## config.mk

```make
export PLATFORM = sky130hd
export DESIGN_NAME = vga_dither_out
export DESIGN_NICKNAME = d
export VERILOG_FILES = /design/src/rtl/vga_dither_pkg.sv /design/src/rtl/vga_dither_chan.sv /design/src/rtl/vga_dither_out.sv
export SDC_FILE = /design/constraint.sdc
export NUM_CORES = 1
export LEC_CHECK = 0
export ABC_AREA = 0
export CAP_MARGIN = 30
export CORE_MARGIN = 4
export CORE_UTILIZATION = 49
export CTS_CLUSTER_SIZE = 40
export DETAILED_ROUTE_END_ITERATION = 16
export PLACE_DENSITY = 0.76
export SYNTH_ARGS = -nofsm -noshare
export SYNTH_HDL_FRONTEND = slang
export SYNTH_HIERARCHICAL = 1
export SYNTH_SLANG_ARGS = --single-unit
```

## constraint.sdc

```tcl
create_clock -name CLK_25MHZ -period 2.1 [get_ports CLK_25MHZ]
set_clock_uncertainty 0.1 [all_clocks]
set_input_delay 0.63 -clock CLK_25MHZ [delete_from_list [all_inputs] [get_ports CLK_25MHZ]]
set_output_delay 0.63 -clock CLK_25MHZ [all_outputs]
set_load 0.02 [all_outputs]
```

## src/rtl/vga_dither_pkg.sv

```systemverilog
// Shared constants and helpers for the VGA ordered-dither output stage:
// 4x4 Bayer ROM, sync idle level and the Bayer-to-threshold scaling.
package vga_dither_pkg;

    localparam logic SYNC_ACTIVE_LOW   = 1'b0;
    localparam logic SYNC_IDLE_DEFAULT = ~SYNC_ACTIVE_LOW;

    // Indexed by {y[1:0], x[1:0]}: row = y, column = x.
    localparam logic [3:0] BAYER4 [16] = '{
        4'd0,  4'd8,  4'd2,  4'd10,
        4'd12, 4'd4,  4'd14, 4'd6,
        4'd3,  4'd11, 4'd1,  4'd9,
        4'd15, 4'd7,  4'd13, 4'd5
    };

    function automatic logic sync_idle(input logic active);
        return ~active;
    endfunction

    // Scale a 0..15 Bayer value to the d dropped bits so it spans 0..2^d-1.
    function automatic logic [31:0] threshold(input logic [3:0] b, input int d);
        if (d >= 4)
            return 32'(b) << (d - 4);
        else if (d > 0)
            return 32'(b >> (4 - d));
        else
            return '0;
    endfunction

endpackage

```

## src/rtl/vga_dither_chan.sv

```systemverilog
// One colour channel of the dither pipe: add threshold, drop low bits,
// saturate, and blank when the aligned DE is low.
module vga_dither_chan
    import vga_dither_pkg::*;
#(
    parameter int IN_BITS  = 8,
    parameter int OUT_BITS = 4
) (
    input  logic                clk,
    input  logic                rst_n,
    input  logic                vld_p1,
    input  logic [IN_BITS-1:0]  pix_p0,
    input  logic [IN_BITS-1:0]  thr_p0,
    output logic [OUT_BITS-1:0] pix_p2
);

    localparam int D = IN_BITS - OUT_BITS;

    logic [IN_BITS:0] sum_p1;

    // The extra sum bit is the overflow flag after the shift.
    function automatic logic [OUT_BITS-1:0] saturate(input logic [IN_BITS:0] s);
        logic [OUT_BITS:0] q;
        q = s[IN_BITS:D];
        return q[OUT_BITS] ? '1 : q[OUT_BITS-1:0];
    endfunction

    // p0 -> p1: threshold add
    always_ff @(posedge clk or negedge rst_n) begin
        if (!rst_n)
            sum_p1 <= '0;
        else
            sum_p1 <= {1'b0, pix_p0} + {1'b0, thr_p0};
    end

    // p1 -> p2: shift, saturate, blank
    always_ff @(posedge clk or negedge rst_n) begin
        if (!rst_n)
            pix_p2 <= '0;
        else
            pix_p2 <= vld_p1 ? saturate(sum_p1) : '0;
    end

endmodule

```

## src/rtl/vga_dither_out.sv

```systemverilog
// VGA output stage: 4x4 ordered dither from IN_BITS to OUT_BITS per channel
// with syncs/DE delayed to match. VGA_DITHER_TEMPORAL_EN rotates the pattern per frame.
module vga_dither_out
    import vga_dither_pkg::*;
#(
    parameter int   IN_BITS     = 8,
    parameter int   OUT_BITS    = 4,
    parameter logic SYNC_ACTIVE = SYNC_ACTIVE_LOW,
    parameter int   X_BITS      = 10,
    parameter int   Y_BITS      = 10
) (
    input  logic                CLK_25MHZ,
    input  logic                RESET_N,
    input  logic                VGA_HSYNC_IN,
    input  logic                VGA_VSYNC_IN,
    input  logic                VGA_DE_IN,
    input  logic [IN_BITS-1:0]  VGA_RED_IN,
    input  logic [IN_BITS-1:0]  VGA_GREEN_IN,
    input  logic [IN_BITS-1:0]  VGA_BLUE_IN,
    output logic                VGA_HSYNC,
    output logic                VGA_VSYNC,
    output logic                VGA_DE,
    output logic [OUT_BITS-1:0] VGA_RED,
    output logic [OUT_BITS-1:0] VGA_GREEN,
    output logic [OUT_BITS-1:0] VGA_BLUE
);

    localparam int   D         = IN_BITS - OUT_BITS;
    localparam logic SYNC_IDLE = sync_idle(SYNC_ACTIVE);

    logic [X_BITS-1:0]  x_p0;
    logic [Y_BITS-1:0]  y_p0;
    logic               de_prev;
    logic               vs_prev;
    logic               vs_edge;
    logic               de_fall;
    logic [1:0]         frame_xor;
    logic [3:0]         idx_p0;
    logic [IN_BITS-1:0] thr_p0;
    logic               hs_p1, vs_p1, vld_p1;
    logic               hs_p2, vs_p2, vld_p2;

    assign vs_edge = (VGA_VSYNC_IN == SYNC_ACTIVE) && (vs_prev != SYNC_ACTIVE);
    assign de_fall = de_prev && !VGA_DE_IN;

    // p0: position tracking; the pixel on this cycle uses the current x/y.
    always_ff @(posedge CLK_25MHZ or negedge RESET_N) begin
        if (!RESET_N) begin
            x_p0    <= '0;
            y_p0    <= '0;
            de_prev <= 1'b0;
            vs_prev <= 1'b0;
        end else begin
            de_prev <= VGA_DE_IN;
            vs_prev <= VGA_VSYNC_IN;
            if (VGA_DE_IN)
                x_p0 <= x_p0 + X_BITS'(1);
            else if (de_prev)
                x_p0 <= '0;
            if (vs_edge)
                y_p0 <= '0;
            else if (de_fall)
                y_p0 <= y_p0 + Y_BITS'(1);
        end
    end

`ifdef VGA_DITHER_TEMPORAL_EN
    logic [1:0] frame_p0;

    always_ff @(posedge CLK_25MHZ or negedge RESET_N) begin
        if (!RESET_N)
            frame_p0 <= 2'd0;
        else if (vs_edge)
            frame_p0 <= frame_p0 + 2'd1;
    end

    assign frame_xor = frame_p0;
`else
    assign frame_xor = 2'd0;
`endif

    assign idx_p0 = {y_p0[1:0] ^ frame_xor, x_p0[1:0] ^ frame_xor};
    assign thr_p0 = IN_BITS'(threshold(BAYER4[idx_p0], D));

    // p0 -> p1 -> p2: sync/DE ride alongside the colour pipe.
    always_ff @(posedge CLK_25MHZ or negedge RESET_N) begin
        if (!RESET_N) begin
            hs_p1  <= SYNC_IDLE;
            vs_p1  <= SYNC_IDLE;
            vld_p1 <= 1'b0;
            hs_p2  <= SYNC_IDLE;
            vs_p2  <= SYNC_IDLE;
            vld_p2 <= 1'b0;
        end else begin
            hs_p1  <= VGA_HSYNC_IN;
            vs_p1  <= VGA_VSYNC_IN;
            vld_p1 <= VGA_DE_IN;
            hs_p2  <= hs_p1;
            vs_p2  <= vs_p1;
            vld_p2 <= vld_p1;
        end
    end

    assign VGA_HSYNC = hs_p2;
    assign VGA_VSYNC = vs_p2;
    assign VGA_DE    = vld_p2;

    vga_dither_chan #(.IN_BITS(IN_BITS), .OUT_BITS(OUT_BITS)) u_red (
        .clk    (CLK_25MHZ),
        .rst_n  (RESET_N),
        .vld_p1 (vld_p1),
        .pix_p0 (VGA_RED_IN),
        .thr_p0 (thr_p0),
        .pix_p2 (VGA_RED)
    );

    vga_dither_chan #(.IN_BITS(IN_BITS), .OUT_BITS(OUT_BITS)) u_green (
        .clk    (CLK_25MHZ),
        .rst_n  (RESET_N),
        .vld_p1 (vld_p1),
        .pix_p0 (VGA_GREEN_IN),
        .thr_p0 (thr_p0),
        .pix_p2 (VGA_GREEN)
    );

    vga_dither_chan #(.IN_BITS(IN_BITS), .OUT_BITS(OUT_BITS)) u_blue (
        .clk    (CLK_25MHZ),
        .rst_n  (RESET_N),
        .vld_p1 (vld_p1),
        .pix_p0 (VGA_BLUE_IN),
        .thr_p0 (thr_p0),
        .pix_p2 (VGA_BLUE)
    );

endmodule

```

==> flow_metrics.env <==
export IMPL_status="completed"
export IMPL_grt_total_usage=0.1514
export IMPL_cp_top_family="compound AO/OA/AOI/OAI gates"
export IMPL_die_w_um=69.73
export IMPL_yosysUniqueCellTypes=25
export IMPL_hold_viol_final=0
export IMPL_hold_depth=0
export IMPL_crit_type="in2reg"
export IMPL_row_count=22
export IMPL_cp_cell_sequence="clkdlybuf4s50_1 -> ha_1 -> o21a_1 -> o2bb2ai_2 -> o21ai_2 -> a21o_1"
export IMPL_cts_root_buf="clkbuf_8"
export IMPL_slew_violations=0
export IMPL_endpoint_kind="flop"
export IMPL_hpwl_um=2578
export IMPL_initial_core_util=0.5099
export IMPL_hold_buffers=0
export IMPL_cp_num_cells=6
export IMPL_setup_ws_ps=148.9
export IMPL_ys_ff_latch=38
export IMPL_crit_path_start_kind="input pin"
export IMPL_hp_class="reg2reg"
export IMPL_overflow=0
export IMPL_io_buffers=43
export IMPL_antenna_found_initial=0
export IMPL_dieArea_mm2=0.004862
export IMPL_clk_pin_slew_ps=60
export IMPL_arrival_ps=2030
export IMPL_power_density_mw_per_mm2=873.0
export IMPL_ys_flop_type="dfrtp_1"
export IMPL_vias_per_cell=5.117
export IMPL_post_place_ws_ps=-142.2
export IMPL_routed_wl_um=3338
export IMPL_setup_viol=0
export IMPL_wl_per_cell_um=12.64
export IMPL_path_buf_inv=1
export IMPL_instances_no_fill=264
export IMPL_min_period_over_period=0.9291
export IMPL_grt_pass1_vias=1400
export IMPL_fin_total_pwr_uw=2220
export IMPL_fin_crit_ps=1951
export IMPL_tritoncts="done"
export IMPL_numCtsBuffers=5
export IMPL_grt_start_max_net_pins=39
export IMPL_coreArea_mm2=0.003661
export IMPL_max_stage_delay_ps=460
export IMPL_reg2reg_depth=6
export IMPL_ys_warn_count=6
export IMPL_maxSlewHeadroom=0.6405
export IMPL_insertion_delay_ps=290
export IMPL_placedCellCount=256
export IMPL_gp_congestion=0.7457
export IMPL_synth_edf_count=0
export IMPL_async_flop_share=1.000
export IMPL_clock_sinks=38
export IMPL_grt_pass1_wl_um=5878
export IMPL_io_pin_count=44
export IMPL_via_count=1351
export IMPL_ant_nets=0
export IMPL_fp_dieH_um=69.73
export IMPL_num_antenna_cells=0
export IMPL_postSynthAreaPerCell_um2=12.79
export IMPL_cts_buffer_depth=2
export IMPL_seq_area_frac_synth=0.5121
export IMPL_firstDrtPassIters=4
export IMPL_synthCells=146
export IMPL_power_leakage_uw=0.001156
export IMPL_tightestPinTransition_ps=539.2
export IMPL_h_tree_depth=2
export IMPL_drive_gt1_frac=0.1574
export IMPL_maxCapViolCount=0
export IMPL_fin_nets=265
export IMPL_rsz0062_at_grt="false"
export IMPL_peakVddDrop_uv=431.6
export IMPL_crit_required_ps=2180
export IMPL_drt_iter0_markers=45
export IMPL_netlist_area_mm2=0.001867
export IMPL_finalSetupTns_ps=0
export IMPL_max_freq_mhz=512.5
export IMPL_drc_errors=0
export IMPL_critPathMaxFanout=3
export IMPL_syn_to_final_growth_pct=36.19
export IMPL_critPathSlowestCell="clkdlybuf4s50_1"
## layer usage
layer	vias up	wire (um)	track usage
met5	-	0	0
met1	643	1308	0.1600
met2	35	1747	0.2722
li1	667	-	-
met3	6	204	0.04783
met4	0	77	0.07021
## through the flow
step / utilization / hold slack [ps] / instance area [um2]
finish: 0.6945 / 255.8 / 2542
CTS: 0.6945 / 256.7 / 2542
detailed placement: 0.6702 / 246.8 / 2454
floorplan: - / 234.4 / 1908
global route: 0.6945 / 259.4 / 2542
global placement: 0.6702 / 246.1 / 2454
## where the power goes
group / internal (uW) / total (uW) / leakage (uW) / switching [uW]
clock: 264 / 491 / 0.0000482 / 227
combinational: 410 / 785 / 0.000655 / 375
sequential: 878 / 944 / 0.000453 / 65.6
## synth_stat cells (all sizes together) (2+ instances only)
cell / number / area (um2)
a21o: 6 / 45.04
a21oi: 6 / 41.29
a2bb2oi: 3 / 26.28
a31oi: 6 / 37.54
and3b: 3 / 26.28
dfrtp: 34 / 850.8
dfstp: 4 / 105.1
ha: 21 / 262.8
nand3: 6 / 30.03
nor2: 6 / 22.52
nor2b: 2 / 15.02
nor3: 3 / 30.03
o21a: 15 / 112.6
o21ai: 9 / 56.31
o2bb2ai: 3 / 45.04
xnor2: 7 / 61.31
xor2: 7 / 61.31
## worst paths after layout
| path | startpoint | endpoint | slack (ps) |
|---|---|---|---|
| max | VGA_BLUE_IN[2] | u_blue/sum_p1[8] | 150 |
| min | vs_p1 | VGA_VSYNC | 260 |
| max reg2reg | x_p0[0] | u_blue/sum_p1[8] | 160 |
| min reg2reg | vs_p1 | VGA_VSYNC | 260 |
| max in group asynchronous | RESET_N | VGA_HSYNC | 1280 |
| min in group asynchronous | RESET_N | u_red/pix_p2[3] | 280 |
## flip-flops by register name, indices dropped and copies added, names as in the netlist
| signal | flops |
|---|---|
| u_blue/sum_p1 | 5 |
| u_green/sum_p1 | 5 |
| u_red/sum_p1 | 5 |
| u_blue/pix_p2 | 4 |
| u_green/pix_p2 | 4 |
| u_red/pix_p2 | 4 |
| x_p0 | 2 |
| y_p0 | 2 |
| VGA_DE | 1 |
| VGA_HSYNC | 1 |
| VGA_VSYNC | 1 |
| hs_p1 | 1 |
| vld_p1 | 1 |
| vs_p1 | 1 |
| vs_prev | 1 |
## cell families after synthesis
logic type	Yosys count	synth area share
AO/OA/AOI/OAI	49	0.2004
other	1	0.002009
XOR/XNOR	14	0.06568
AND/OR/NAND/NOR	22	0.07374
multiplexers	1	0.005362
flip-flops	38	0.5121
adder cells (fa/ha/maj)	21	0.1407
## repair_timing
item | 4_1_cts | 5_1_grt
endpoints found under the setup margin | 2 | 0
hold endpoints to repair | 0 | 0
buffers inserted | 0 | 0
resized for setup | 2 | 0
## placed cells by master (no fill, tap or decap), types with 7 or more instances in the layout
cell,Yosys,final
clkdlybuf4s50_1,0,40
dfrtp_1,34,34
ha_1,21,21
o21a_1,15,15
conb_1,1,12
buf_4,0,8
xor2_1,7,7
xnor2_1,7,7
## final cells by class
type | count | area [um2]
Tap cell | 48 | 60.06
Clock inverter | 1 | 5.005
Sequential cell | 38 | 955.9
Fill cell | 285 | 1119
Timing Repair Buffer | 51 | 483.0
Clock buffer | 7 | 86.33
Multi-Input combinational cell | 119 | 952.2
No activity file was read; power rests on OpenSTA's default activity.
